--- src/rtl/park_pkg.sv ---
// Shared types, widths and fee helpers for the parking-lot controller.
// Optional overtime tracking in the top level is enabled by defining PARK_OVERTIME_EN.
package park_pkg;

    localparam int PARK_TIME_W = 10;

    typedef struct packed {
        logic                   occ;
        logic [PARK_TIME_W-1:0] stamp;
    } slot_t;

    // Slot index width; a single-slot lot still needs a 1-bit index.
    function automatic int slot_width(input int nSlots);
        return (nSlots <= 1) ? 1 : $clog2(nSlots);
    endfunction

    function automatic int cnt_width(input int nSlots);
        return $clog2(nSlots + 1);
    endfunction

    // Clamp a raw fee to the largest value representable in costW bits.
    function automatic logic [63:0] sat_fee(input logic [63:0] rawFee, input int costW);
        logic [63:0] maxFee;
        maxFee = (64'd1 << costW) - 64'd1;
        return (rawFee > maxFee) ? maxFee : rawFee;
    endfunction

endpackage

--- src/rtl/parking_lot_ctrl_if.sv ---
// Request/response bundle between the lot sensors/board and the parking-lot controller.
// The overtime vector is only driven with real values when PARK_OVERTIME_EN is defined.
interface parking_lot_ctrl_if
    import park_pkg::*;
#(
    parameter int N_SLOTS = 3,
    parameter int TIME_W  = PARK_TIME_W,
    parameter int COST_W  = 10
);
    localparam int SLOT_W = slot_width(N_SLOTS);
    localparam int CNT_W  = cnt_width(N_SLOTS);

    logic               car_enter;
    logic               car_exit;
    logic [SLOT_W-1:0]  exit_slot;
    logic               enter_ack;
    logic               enter_rej;
    logic [SLOT_W-1:0]  ack_slot;
    logic               fee_valid;
    logic [COST_W-1:0]  fee;
    logic               exit_err;
    logic [CNT_W-1:0]   occupancy;
    logic               full_flag;
    logic               empty_flag;
    logic [TIME_W-1:0]  time_now;
    logic [N_SLOTS-1:0] overtime;

    modport master (
        output car_enter, car_exit, exit_slot,
        input  enter_ack, enter_rej, ack_slot, fee_valid, fee, exit_err,
               occupancy, full_flag, empty_flag, time_now, overtime
    );

    modport slave (
        input  car_enter, car_exit, exit_slot,
        output enter_ack, enter_rej, ack_slot, fee_valid, fee, exit_err,
               occupancy, full_flag, empty_flag, time_now, overtime
    );

endinterface

--- src/rtl/park_tick_gen.sv ---
// Prescaler and wrapping time base: one tick every TICK_DIV clocks, time_now counts ticks.
module park_tick_gen #(
    parameter int TIME_W   = 10,
    parameter int TICK_DIV = 4
) (
    input  logic              clk,
    input  logic              reset,
    output logic              o_tick,
    output logic [TIME_W-1:0] o_time_now
);

    localparam int                 PRESC_W    = (TICK_DIV <= 1) ? 1 : $clog2(TICK_DIV);
    localparam logic [PRESC_W-1:0] PRESC_LAST = PRESC_W'(TICK_DIV - 1);

    logic [PRESC_W-1:0] r_presc;
    logic [TIME_W-1:0]  r_time;

    assign o_tick     = (r_presc == PRESC_LAST);
    assign o_time_now = r_time;

    always_ff @(posedge clk or posedge reset) begin
        if (reset) begin
            r_presc <= '0;
            r_time  <= '0;
        end else if (o_tick) begin
            r_presc <= '0;
            r_time  <= r_time + TIME_W'(1);
        end else begin
            r_presc <= r_presc + PRESC_W'(1);
        end
    end

endmodule

--- src/rtl/parking_lot_ctrl.sv ---
// Parking-lot controller: lowest-free-slot allocation, entry timestamps, saturating exit fee,
// occupancy flags. Define PARK_OVERTIME_EN to build the per-slot overtime comparators.
module parking_lot_ctrl
    import park_pkg::*;
#(
    parameter int N_SLOTS  = 3,
    parameter int TIME_W   = PARK_TIME_W,
    parameter int COST_W   = 10,
    parameter int TICK_DIV = 4,
    parameter int RATE     = 5,
    parameter int BASE_FEE = 0,
    parameter int MAX_STAY = 100
) (
    input  logic                clk,
    input  logic                reset,
    parking_lot_ctrl_if.slave   bus
);

    localparam int               SLOT_W   = slot_width(N_SLOTS);
    localparam int               CNT_W    = cnt_width(N_SLOTS);
    localparam int               PROD_W   = TIME_W + COST_W;
    localparam logic [CNT_W-1:0] CNT_FULL = CNT_W'(N_SLOTS);

    slot_t              r_table [N_SLOTS];
    logic               r_enter_ack;
    logic               r_enter_rej;
    logic [SLOT_W-1:0]  r_ack_slot;
    logic               r_fee_valid;
    logic [COST_W-1:0]  r_fee;
    logic               r_exit_err;
    logic [CNT_W-1:0]   r_occupancy;
    logic               r_full;
    logic               r_empty;

    logic               w_tick;
    logic               w_unused_tick;
    logic [TIME_W-1:0]  w_time_now;
    logic               w_free_found;
    logic [SLOT_W-1:0]  w_free_idx;
    logic               w_exit_occ;
    logic [TIME_W-1:0]  w_exit_stamp;
    logic               w_enter_ok;
    logic               w_exit_ok;
    logic [TIME_W-1:0]  w_elapsed;
    logic [PROD_W-1:0]  w_product;
    logic [63:0]        w_fee_raw;
    logic [COST_W-1:0]  w_fee;
    logic [CNT_W-1:0]   w_occ_next;

    park_tick_gen #(
        .TIME_W   (TIME_W),
        .TICK_DIV (TICK_DIV)
    ) u_tick_gen (
        .clk        (clk),
        .reset      (reset),
        .o_tick     (w_tick),
        .o_time_now (w_time_now)
    );

    // Everything here works on time_now directly; the tick itself is not needed downstream.
    assign w_unused_tick = w_tick;

    // Priority allocator: scanning downwards leaves the lowest free index as the winner.
    always_comb begin
        w_free_found = 1'b0;
        w_free_idx   = '0;
        for (int i = N_SLOTS - 1; i >= 0; i--) begin
            if (!r_table[i].occ) begin
                w_free_found = 1'b1;
                w_free_idx   = SLOT_W'(i);
            end
        end
    end

    // An out-of-range exit_slot matches no entry, so it reads as unoccupied and becomes an error.
    always_comb begin
        w_exit_occ   = 1'b0;
        w_exit_stamp = '0;
        for (int i = 0; i < N_SLOTS; i++) begin
            if (bus.exit_slot == SLOT_W'(i)) begin
                w_exit_occ   = r_table[i].occ;
                w_exit_stamp = r_table[i].stamp;
            end
        end
    end

    assign w_enter_ok = bus.car_enter && w_free_found;
    assign w_exit_ok  = bus.car_exit && w_exit_occ;

    assign w_elapsed  = w_time_now - w_exit_stamp;
    assign w_product  = PROD_W'(w_elapsed) * PROD_W'(RATE);
    assign w_fee_raw  = 64'(w_product) + 64'(BASE_FEE);
    assign w_fee      = COST_W'(sat_fee(w_fee_raw, COST_W));

    assign w_occ_next = r_occupancy + CNT_W'(w_enter_ok) - CNT_W'(w_exit_ok);

    // Slot table: entry and exit never target the same slot (free vs occupied).
    always_ff @(posedge clk or posedge reset) begin
        if (reset) begin
            for (int i = 0; i < N_SLOTS; i++) begin
                r_table[i] <= '0;
            end
        end else begin
            for (int i = 0; i < N_SLOTS; i++) begin
                if (w_enter_ok && (w_free_idx == SLOT_W'(i))) begin
                    r_table[i].occ   <= 1'b1;
                    r_table[i].stamp <= w_time_now;
                end else if (w_exit_ok && (bus.exit_slot == SLOT_W'(i))) begin
                    r_table[i].occ   <= 1'b0;
                end
            end
        end
    end

    always_ff @(posedge clk or posedge reset) begin
        if (reset) begin
            r_enter_ack <= 1'b0;
            r_enter_rej <= 1'b0;
            r_ack_slot  <= '0;
            r_fee_valid <= 1'b0;
            r_fee       <= '0;
            r_exit_err  <= 1'b0;
            r_occupancy <= '0;
            r_full      <= 1'b0;
            r_empty     <= 1'b1;
        end else begin
            r_enter_ack <= w_enter_ok;
            r_enter_rej <= bus.car_enter && !w_free_found;
            r_fee_valid <= w_exit_ok;
            r_exit_err  <= bus.car_exit && !w_exit_occ;
            if (w_enter_ok) begin
                r_ack_slot <= w_free_idx;
            end
            if (w_exit_ok) begin
                r_fee <= w_fee;
            end
            r_occupancy <= w_occ_next;
            r_full      <= (w_occ_next == CNT_FULL);
            r_empty     <= (w_occ_next == '0);
        end
    end

`ifdef PARK_OVERTIME_EN
    localparam logic [TIME_W:0] MAX_STAY_L = (TIME_W + 1)'(MAX_STAY);

    logic [N_SLOTS-1:0] r_overtime;

    // Extra top bit keeps MAX_STAY values beyond the time range from aliasing.
    always_ff @(posedge clk or posedge reset) begin
        if (reset) begin
            r_overtime <= '0;
        end else begin
            for (int i = 0; i < N_SLOTS; i++) begin
                if (w_exit_ok && (bus.exit_slot == SLOT_W'(i))) begin
                    r_overtime[i] <= 1'b0;
                end else begin
                    r_overtime[i] <= r_table[i].occ &&
                                     ({1'b0, w_time_now - r_table[i].stamp} >= MAX_STAY_L);
                end
            end
        end
    end

    assign bus.overtime = r_overtime;
`else
    assign bus.overtime = '0;
`endif

    assign bus.enter_ack  = r_enter_ack;
    assign bus.enter_rej  = r_enter_rej;
    assign bus.ack_slot   = r_ack_slot;
    assign bus.fee_valid  = r_fee_valid;
    assign bus.fee        = r_fee;
    assign bus.exit_err   = r_exit_err;
    assign bus.occupancy  = r_occupancy;
    assign bus.full_flag  = r_full;
    assign bus.empty_flag = r_empty;
    assign bus.time_now   = w_time_now;

endmodule

--- src/flat_wrapper.sv ---
// flat-port wrapper written by rule: the top's interface ports become plain ports
module parking_lot_ctrl_flat import park_pkg::*;
#(
    parameter int N_SLOTS  = 3,
    parameter int TIME_W   = PARK_TIME_W,
    parameter int COST_W   = 10,
    parameter int TICK_DIV = 4,
    parameter int RATE     = 5,
    parameter int BASE_FEE = 0,
    parameter int MAX_STAY = 100
)
  (clk, reset, bus_car_enter, bus_car_exit, bus_exit_slot, bus_enter_ack, bus_enter_rej, bus_ack_slot, bus_fee_valid, bus_fee, bus_exit_err, bus_occupancy, bus_full_flag, bus_empty_flag, bus_time_now, bus_overtime);
  parking_lot_ctrl_if #(.N_SLOTS(N_SLOTS), .TIME_W(TIME_W), .COST_W(COST_W)) bus_i ();
  input  logic clk;
  input  logic reset;
  input wire logic [$bits(bus_i.car_enter)-1:0] bus_car_enter;
  input wire logic [$bits(bus_i.car_exit)-1:0] bus_car_exit;
  input wire logic [$bits(bus_i.exit_slot)-1:0] bus_exit_slot;
  output wire logic [$bits(bus_i.enter_ack)-1:0] bus_enter_ack;
  output wire logic [$bits(bus_i.enter_rej)-1:0] bus_enter_rej;
  output wire logic [$bits(bus_i.ack_slot)-1:0] bus_ack_slot;
  output wire logic [$bits(bus_i.fee_valid)-1:0] bus_fee_valid;
  output wire logic [$bits(bus_i.fee)-1:0] bus_fee;
  output wire logic [$bits(bus_i.exit_err)-1:0] bus_exit_err;
  output wire logic [$bits(bus_i.occupancy)-1:0] bus_occupancy;
  output wire logic [$bits(bus_i.full_flag)-1:0] bus_full_flag;
  output wire logic [$bits(bus_i.empty_flag)-1:0] bus_empty_flag;
  output wire logic [$bits(bus_i.time_now)-1:0] bus_time_now;
  output wire logic [$bits(bus_i.overtime)-1:0] bus_overtime;
  assign bus_i.car_enter = bus_car_enter;
  assign bus_i.car_exit = bus_car_exit;
  assign bus_i.exit_slot = bus_exit_slot;
  assign bus_enter_ack = bus_i.enter_ack;
  assign bus_enter_rej = bus_i.enter_rej;
  assign bus_ack_slot = bus_i.ack_slot;
  assign bus_fee_valid = bus_i.fee_valid;
  assign bus_fee = bus_i.fee;
  assign bus_exit_err = bus_i.exit_err;
  assign bus_occupancy = bus_i.occupancy;
  assign bus_full_flag = bus_i.full_flag;
  assign bus_empty_flag = bus_i.empty_flag;
  assign bus_time_now = bus_i.time_now;
  assign bus_overtime = bus_i.overtime;
  parking_lot_ctrl #(.N_SLOTS(N_SLOTS), .TIME_W(TIME_W), .COST_W(COST_W), .TICK_DIV(TICK_DIV), .RATE(RATE), .BASE_FEE(BASE_FEE), .MAX_STAY(MAX_STAY)) u_core (.clk(clk), .reset(reset), .bus(bus_i));
endmodule
--- config.mk ---
export PLATFORM = sky130hd
export DESIGN_NAME = parking_lot_ctrl_flat
export DESIGN_NICKNAME = d
export VERILOG_FILES = /design/src/rtl/park_pkg.sv /design/src/rtl/parking_lot_ctrl_if.sv /design/src/rtl/park_tick_gen.sv /design/src/rtl/parking_lot_ctrl.sv /design/src/flat_wrapper.sv
export SDC_FILE = /design/constraint.sdc
export NUM_CORES = 1
export LEC_CHECK = 0
export ABC_AREA = 1
export BUFFER_PORTS_ARGS = -buffer_cell sky130_fd_sc_hd__buf_2
export CORE_MARGIN = 5
export CORE_UTILIZATION = 59
export DETAILED_ROUTE_END_ITERATION = 10
export PLACE_DENSITY = 0.8
export SLEW_MARGIN = 5
export SYNTH_ARGS = -nofsm -noshare
export SYNTH_HDL_FRONTEND = slang
export SYNTH_SLANG_ARGS = --single-unit
--- constraint.sdc ---
create_clock -name clk -period 4 [get_ports clk]
set_input_delay 1.2 -clock clk [delete_from_list [all_inputs] [get_ports clk]]
set_output_delay 1.2 -clock clk [all_outputs]
set_load 0.02 [all_outputs]
==> impl_metrics.yaml <==
run_status:
  status: "complete, but fails checks"
  violations: "setup timing"
route:
  ant_nets: 0
  num_vias: 3357
  drt_pre_antenna_iters: 5
  avgViaCountPerCell: 5.49
  routed_wl_microns: 9720
  dr_wl_met2_microns: 4910
  drc: 0
  post_drt_wl_per_cell_microns: 15.9
  wl_met3_microns: 606
  drt_iter0_drc: 263
  wl_met1_microns: 4000
  dr.max_layer_used: "met4"
sta:
  setup_slack_ns: -0.317
  rsz0062_at_grt: "true"
  setup_viol: 10
  report.final.slew_viol_count: 0
  skew_ns: 0.0118
  slew_headroom_pct: 47.1
  worst_pin_slew_ns: 0.791
  finalCritPeriodShare_pct: 108
  hold_slack_ns: 0.428
  clock.fmax_ghz: 0.232
  finalCriticalPeriod_ns: 4.32
  hold_viol_final: 0
cts:
  clockBufferDepth: 2
  cts_buffers: 9
  clock-sinks: 65
  path_clk_slew_ns: 0.07
  cts-root-buf: "clkbuf_8"
  clock_latency_ns: 0.35
  cts_tree: "built"
  htree_levels: 3
logic_synthesis:
  ys_warn_count: 0
  synth_cells: 437
  synth_area_sq_um: 3690
  synthDistinctLibCells: 37
  synth_seq_cells: 65
  synth_edf_count: 0
  synthArstFlopShare_pct: 100
  synth.avg_cell_area_sq_um: 8.43
  seq_area_frac_synth_pct: 44.2
  ys.flop_type: "dfrtp_1"
layout:
  area_growth_pct: 32.6
  antenna_cells: 0
  final_cell_mix: "nand2_1, dfrtp_1, buf_4, nor2_1, inv_1"
  fin_nets: 568
  drive_gt1_share_pct: 31.3
  fillers: 324
  final_common_cell: "nand2_1"
critical_path:
  r2r_slack_ns: 0.39
  worstPathArrival_ns: 4.58
  startpoint_type: "input pin"
  startpoint: "bus_exit_slot[0]"
  path_max_fanout: 5
  worst_setup_path_end_kind: "flop"
  reg2reg_from: "u_core.u_tick_gen.o_time_now[0]"
  cp_data_required_time_ns: 4.27
  setup.worst_path.end: "u_core.bus.fee[4]"
  r2r-end: "u_core.bus.fee[4]"
  r2r_cells: 23
  criticalPathCategory: "input pin to flop"
global_routing:
  grt_pass1_wl_microns: 16200
  grt-ovfl-total: 0
  grt_max_degree: 57
  grtUsageTotal_pct: 26.6
  grt_pass1_vias: 3443
  antenna_found_initial: 0
pwr:
  ir_drop_mv: 0.593
  power.total_mw: 3.79
  pwr_density_cell_nw_per_um2: 776
  power.leakage_nw: 2.42
min_path:
  hold_path.class: "flop to flop"
  holdPathStages: 1
  hold_start: "u_core.u_tick_gen.r_presc[0]"
die:
  die_area_sq_um: 7930
  core_region_area_sq_um: 5990
  core.rowCount: 28
  die_y_microns: 89.0
  pin_count: 39
  die_w_microns: 89.0
  initial_core_util_pct: 61.5
run:
  cap_violations: 0
placement:
  place_congestion: 0.971
  hpwlAfterDp_microns: 6380
  numPortBuffers: 35
[state kept, by name (all words and copies together), names as in the netlist]
| signal | cells |
|---|---|
| u_core.bus.enter_rej | 1 |
| u_core.bus.occupancy | 2 |
| u_core.bus.fee_valid | 1 |
| u_core.bus.enter_ack | 1 |
| u_core.u_tick_gen.r_presc | 2 |
| u_core.bus.exit_err | 1 |
| u_core.bus.fee | 10 |
| u_core.r_table | 33 |
| u_core.bus.full_flag | 1 |
| u_core.bus.empty_flag | 1 |
| u_core.u_tick_gen.o_time_now | 10 |
| u_core.bus.ack_slot | 2 |
[critical path, cell delays in order]
cell and delay, ns:
buf_8 0.11, buf_6 0.12, inv_2 0.05, a21oi_1 0.06, nor2_2 0.15, ha_2 0.19
inv_2 0.05, fa_2 0.35, nand3_2 0.09, nand2_2 0.08, a21oi_2 0.12, nor2_1 0.06
nor2_1 0.16, xor2_1 0.22, inv_2 0.10, ha_4 0.25, ha_4 0.30, nand2_4 0.05
nor2_2 0.09, nand2_1 0.08, nand2_2 0.13, nand2_2 0.07, nand3_2 0.08, nand3_4 0.10
nand3_4 0.15, nor2_2 0.05, nor2_1 0.13
[area by class of cell]
type	count	area (sq um)	area share, %
Clock buffer	10	138	2.82
Clock inverter	6	90.1	1.84
Sequential cell	65	1630	33.3
Timing Repair Buffer	91	637	13.0
Inverter	56	228	4.66
Tap cell	75	93.8	1.92
Multi-Input combinational cell	308	2070	42.4
[synth_stat cells, types with 3 or more instances]
cell,n,share of area (%)
o21ai_0,28,3.8
nand3_2,3,0.81
nor3_1,3,0.41
inv_1,53,5.4
clkbuf_1,5,0.51
xor2_1,15,3.6
a21oi_1,19,2.6
dfrtp_1,64,43
nand2_1,93,9.5
nand3_1,20,2.7
nor2_1,57,5.8
xnor2_1,7,1.7
buf_4,3,0.61
o221ai_1,4,0.95
a221oi_1,3,0.71
ha_1,29,9.8
nand4_1,4,0.68
[routing by layer]
layer | global-route usage (%) | vias up
li1 | - | 1595
met1 | 32.8 | 1607
met2 | 46.3 | 131
met3 | 6.08 | 24
met4 | 8.80 | 0
met5 | 0 | -
[power breakdown]
part	leakage [nW]	internal [mW]	switching [mW]
registers	0.786	0.830	0.100
logic	1.53	1.01	1.21
clock network	0.113	0.370	0.278
[stage by stage]
stage	TNS [ns]	util (%)	worst slack (ns)	cells	instance area, sq um
floorplan	-1.87	-	-0.199	439	3850
global placement	-5.07	73.5	-0.518	586	4400
detailed placement	-6.03	73.5	-0.650	586	4400
finish	-2.51	81.6	-0.317	611	4890
CTS	-1.59	79.7	-0.199	607	4780
global route	-4.41	81.6	-0.486	611	4890
[kinds of logic (layout without fill, tap and decap cells)]
family | after synthesis | in the layout | share of synthesized area (%)
xor+xnor | 22 | 22 | 5.23
simple gates | 188 | 189 | 22.0
other cells | 1 | 3 | 0.102
flops | 65 | 65 | 44.2
compound gates | 63 | 63 | 9.98
fa+ha+maj | 31 | 31 | 10.9
buf+inv | 67 | 163 | 7.64
[timing repair]
item | 4_1_cts | 5_1_grt
resized for setup | 22 | 16
setup endpoints to repair | 10 | 10
setup buffers | 4 | 4
hold buffers | 0 | 0
cloned | 1 | 0
pin swaps | 23 | 16
[worst min path at each step]
| stage | slack [ns] | to |
|---|---|---|
| 6_report | 0.43 | u_core.u_tick_gen.r_presc[0] |
| 5_1_grt | 0.47 | u_core.u_tick_gen.r_presc[0] |
| 4_1_cts | 0.43 | u_core.u_tick_gen.r_presc[0] |
| 3_5_place_dp | 0.42 | u_core.u_tick_gen.r_presc[0] |
| 3_3_place_gp | 0.41 | u_core.u_tick_gen.r_presc[0] |
| 2_1_floorplan | 0.40 | u_core.u_tick_gen.r_presc[0] |
No activity file was read; power rests on OpenSTA's default activity.
